<file path="src/rtl/playfield_clear_buffer.sv">
// Playfield grid store with a self-running line-clear engine: examines one row
// per cycle from the bottom up and collapses full rows downward.
module playfield_clear_buffer #(
  parameter int ROWS  = 20,
  parameter int COLS  = 10,
  parameter int PIX_W = 4
) (
  input  logic                          Clk,
  input  logic                          Reset,
  input  logic                          LoadAll,
  input  logic [ROWS*COLS*PIX_W-1:0]    PixelMapIn,
  input  logic                          ClearStart,
  output logic                          Busy,
  output logic                          Done,
  output logic [$clog2(ROWS+1)-1:0]     LinesCleared,
  output logic [ROWS-1:0]               FullMask,
  output logic [ROWS*COLS*PIX_W-1:0]    PixelMapOut
);

  localparam int RW = (ROWS > 1) ? $clog2(ROWS) : 1;
  localparam int CW = $clog2(ROWS + 1);

  typedef logic [COLS-1:0][PIX_W-1:0] row_t;
  typedef enum logic [1:0] {IDLE, SCAN, FINISH} state_t;

  state_t            state, state_nxt;
  row_t [ROWS-1:0]   grid;
  logic [RW-1:0]     row_ptr;
  logic [CW-1:0]     lines_cleared;

  always_comb begin
    FullMask = '1;
    for (int unsigned r = 0; r < ROWS; r++) begin
      for (int unsigned c = 0; c < COLS; c++) begin
        if (grid[r][c] == '0) FullMask[r] = 1'b0;
      end
    end
  end

  always_ff @(posedge Clk or posedge Reset) begin
    if (Reset) state <= IDLE;
    else       state <= state_nxt;
  end

  always_comb begin
    state_nxt = state;
    case (state)
      IDLE:    if (ClearStart && !LoadAll) state_nxt = SCAN;
      SCAN:    if (!FullMask[row_ptr] && row_ptr == '0) state_nxt = FINISH;
      FINISH:  state_nxt = IDLE;
      default: state_nxt = IDLE;
    endcase
  end

  always_ff @(posedge Clk or posedge Reset) begin
    if (Reset) begin
      grid          <= '0;
      row_ptr       <= RW'(ROWS - 1);
      lines_cleared <= '0;
    end else begin
      case (state)
        IDLE: begin
          if (LoadAll) begin
            grid <= PixelMapIn;
          end else if (ClearStart) begin
            lines_cleared <= '0;
            row_ptr       <= RW'(ROWS - 1);
          end
        end
        SCAN: begin
          if (FullMask[row_ptr]) begin
            // Pointer holds so the row shifted down into it is re-examined.
            for (int unsigned i = 1; i < ROWS; i++) begin
              if (RW'(i) <= row_ptr) grid[i] <= grid[i-1];
            end
            grid[0]       <= '0;
            lines_cleared <= lines_cleared + 1'b1;
          end else if (row_ptr != '0) begin
            row_ptr <= row_ptr - 1'b1;
          end
        end
        default: ;
      endcase
    end
  end

  assign Busy         = (state == SCAN);
  assign Done         = (state == FINISH);
  assign LinesCleared = lines_cleared;
  assign PixelMapOut  = grid;

endmodule

</file>
<file path="config.mk">
export PLATFORM = sky130hd
export DESIGN_NAME = playfield_clear_buffer
export DESIGN_NICKNAME = d
export VERILOG_FILES = /design/src/rtl/playfield_clear_buffer.sv
export SDC_FILE = /design/constraint.sdc
export NUM_CORES = 2
export LEC_CHECK = 0
export CAP_MARGIN = 5
export CORE_AREA = 2 2 626 628
export DETAILED_ROUTE_END_ITERATION = 8
export DIE_AREA = 0 0 628 630
export PLACE_DENSITY = 0.35
export SLEW_MARGIN = 20
export SYNTH_ARGS = -nofsm -noshare
export SYNTH_HDL_FRONTEND = slang
export SYNTH_SLANG_ARGS = --single-unit
</file>
<file path="constraint.sdc">
create_clock -name Clk -period 64.9 [get_ports Clk]
set_input_delay 12.98 -clock Clk [delete_from_list [all_inputs] [get_ports Clk]]
set_output_delay 12.98 -clock Clk [all_outputs]
set_load 0.01 [all_outputs]
</file>
==> flow_summary.rst <==
.. list-table::
   :header-rows: 1

   * - Metric
     - Value
   * - Worst flop-to-flop path startpoint
     - row_ptr[0]$_DFFE_PP1P_
   * - Launching instance or port of the critical path
     - Reset
   * - Final Instance Count excl. Fillers
     - 11.4k
   * - # H-tree levels
     - 3
   * - Post CTS Setup Buffer Count
     - 0
   * - Global-route wire length before repair
     - just over 500000 um
   * - Dominant synthesized flop cell
     - dfrtp_1
   * - Sequential element share of the synthesized area
     - 0.504
   * - Crit path buffers/inverters
     - 9
   * - Area delta synth->final
     - 63.9%
   * - Library cell with the largest summed area after synthesis
     - dfrtp_1
   * - Critical Setup Path Class
     - input port to async pin
   * - All-layer global routing usage
     - 0.194
   * - Via count of the first global-routing pass
     - about 47k
   * - Num rows
     - between 200 and 250
   * - Final setup violation count
     - 0
   * - Clock-pin slew of the registers on the worst-case setup and hold paths
     - approximately 60 ps
   * - Final core utilization
     - 0.170
   * - Clock tree buffer depth
     - 4
   * - Slowest cell on the critical path
     - buf_4
   * - Total congestion overflow
     - 0
   * - Count of vias placed by the detailed router
     - about 47k
   * - Maximum fanout count along the critical path
     - 102
   * - Ordered list of cells on the worst path
     - clkdlybuf4s50_1, inv_8, buf_4, buf_4, buf_4, buf_4, buf_4, buf_4, buf_6
   * - Arr. time, crit path
     - a little under 20000 ps
   * - Ratio of final minimum period to clock period
     - 0.289
   * - Highest Clock Rate
     - 53.4 MHz
   * - RePlAce Congestion
     - 0.927
   * - Leakage
     - 24.3 nW
   * - Post-synth EDFFs
     - 0
   * - Share of final-layout standard cells stronger than drive strength 1
     - 0.0595
   * - Setup repair after global routing missed its margin
     - no
   * - Insertion delay to the later sink of the worst-skew pair
     - about 870 ps
   * - Gate Count Post-Synth
     - 4594
   * - Worst supply voltage drop on vdd
     - 0.0600 mV
   * - Total design power
     - 4.90 mW
   * - Number of max-capacitance violations reported
     - 0
   * - Warnings, synthesis
     - 0
   * - Number of fill cells
     - 43.7k
   * - Pins over their slew limit
     - 0
   * - PortBufs
     - between 1.5k and 2k
   * - Initial antenna violation count
     - 93
   * - Dpl cells
     - ~11k
   * - Setup TNS Final
     - 0 ps
   * - Final routed DRC violation total
     - 0
   * - First DRT Iteration DRCs
     - slightly below 5k
   * - Syn Nets
     - roughly 5.4k
   * - Synth cell types
     - 52
   * - List of most frequent post-synthesis cells
     - 1161 x nand2_1, 809 x dfrtp_1, 515 x a21oi_1, 513 x a31oi_1, 457 x o21ai_0
   * - Run status
     - finished, final reports clean
   * - Hold-fix buffer count after cts
     - 0
   * - Final critical-path required period
     - ~19000 ps
   * - Wire length per cell after detailed routing
     - around 35 um
   * - Rel. slew slack
     - 0.270
   * - Clock root buffer
     - clkbuf_16
   * - Path type of the worst min-delay path
     - flip-flop to flip-flop
   * - Share of async-settable or async-resettable flops after synthesis
     - 1.00
   * - CTS tree
     - yes
   * - Detailed Routing Iterations Pass 1
     - 6
   * - Worst hold start
     - PixelMapOut[675]$_DFFE_PP0P_
   * - Register bit count reported by yosys
     - around 810
   * - Number of nets with antenna violations after routing
     - 0
   * - Cell types with the largest area share after synthesis
     - dfrtp_1 50%, nand2_1 11%, a31oi_1 8.0%
   * - Top cell type's share of synthesized area
     - 0.502
   * - Final count of hold timing violations
     - 0
   * - Endpoint required time on the critical path
     - around 66000 ps
   * - Post-layout nets
     - 6855
   * - Half-perimeter wire length after placement
     - around 330000 um
   * - Crit-path most repeated cell
     - buf_4
   * - Hold Worst Slack
     - about 500 ps
   * - Sum of routed wire length over all layers
     - just over 400000 um
   * - Setup crit end kind
     - async pin
   * - Area of the die
     - 396000 um^2
   * - Ports
     - approximately 1.6k
   * - Horizontal extent of the die
     - between 600 and 700 um
   * - Pin count of the biggest net entering global routing
     - 135
   * - Slew at the pin closest to its max-slew limit
     - 1090 ps
   * - Most common cell in the synthesized netlist
     - nand2_1
   * - Mapped Avg Cell Area
     - slightly below 9 um^2
   * - Worst clock skew on the final layout
     - 75.3 ps
   * - Core footprint
     - approximately 390000 um^2
   * - Via/cell ratio
     - approximately 4.1
   * - Number of gates given a new drive strength after cts
     - 0
   * - Type of origin of the critical path
     - input port
   * - Number of CTS-inserted buffers
     - roughly 120
   * - Clk sinks
     - 812
   * - Overall die height
     - 630 um
   * - Worst stage delay on the critical path
     - about 860 ps
   * - Post-Syn Area
     - 40300 um^2
   * - Dominant delay contributor by cell family on the critical path
     - buffers and inverters
   * - Ratio of total power to cell area
     - 74.2 nW/um^2
   * - Initial cell density of the core
     - 0.104
## cell usage in the layout (no fill, tap or decap), drive strengths merged, types with 118 or more instances in the layout
cell type      synthesis  routed
nand2               1161    1161
a31oi                522     522
clkbuf               295     174
dfrtp                809     809
nor4                 224     224
mux2i                242     242
buf                  120     118
clkdlybuf4s50          0    1630
o21ai                531     531
a21oi                528     528
## worst reg2reg max path: cells and delay by family (launching register included)
family / cells / cell delay, ps
buffers and inverters: 6 / 3770
DFF: 1 / 940
and+or+nand+nor: 5 / 2170
AOI/OAI and AO/OA: 2 / 550
## state kept, by name (all words and copies together), names as in the netlist
name,cells
row_ptr,5
PixelMapOut,800
state,2
LinesCleared,5
## worst paths after layout
| check | endpoint | slack, ps | cells past startpoint |
|---|---|---|---|
| max | PixelMapOut[244]$_DFFE_PP0P_ | 46170 | 9 |
| min | PixelMapOut[675]$_DFFE_PP0P_ | 510 | 2 |
| max reg2reg | PixelMapOut[638]$_DFFE_PP0P_ | 57350 | 13 |
| min reg2reg | PixelMapOut[675]$_DFFE_PP0P_ | 510 | 2 |
| max in group Clk | PixelMapOut[638]$_DFFE_PP0P_ | 48200 | 10 |
| min in group asynchronous | PixelMapOut[648]$_DFFE_PP0P_ | 12730 | 2 |
## per-stage QoR
step	cell area, um^2	setup slack (ps)
CTS	66000	45700
floorplan	40300	29120
global placement	62100	44860
detailed placement	62100	44760
global route	66100	45410
finish	66100	46170
## report_power, final
part	total, mW	internal [mW]	switching (mW)	leakage [nW]
Combinational	2.82	0.980	1.84	13.0
Sequential	1.41	0.780	0.633	9.34
Clock	0.669	0.392	0.277	1.90
Total	4.90	2.15	2.75	24.3
## kinds of logic after synthesis
group,share of synthesized area
simple gates,0.161
compound gates,0.219
buf+inv,0.0536
xor+xnor,0.000434
fa+ha+maj,0.00186
flops,0.504
mux,0.0601
## layout make-up
| cell class | count | area [um^2] | share of cell area |
|---|---|---|---|
| Multi-Input combinational cell | 3362 | 18000 | 0.272 |
| Sequential cell | 812 | 20300 | 0.307 |
| Antenna cell | 35 | 87.6 | 0.00133 |
| Timing Repair Buffer | 1748 | 17300 | 0.261 |
| Clock buffer | 174 | 3440 | 0.0521 |
| Inverter | 5 | 33.8 | 0.000511 |
| Tap cell | 5197 | 6500 | 0.0984 |
| Clock inverter | 36 | 422 | 0.00638 |
## per-layer routing
layer,vias to the layer above,part of all wire,track usage
met5,-,0.00042,0
met1,24600,0.40,0.233
met2,2285,0.51,0.348
met4,28,0.035,0.0635
met3,508,0.056,0.0346
li1,19500,-,-
Note: power is estimated with default switching activity, not from simulation.
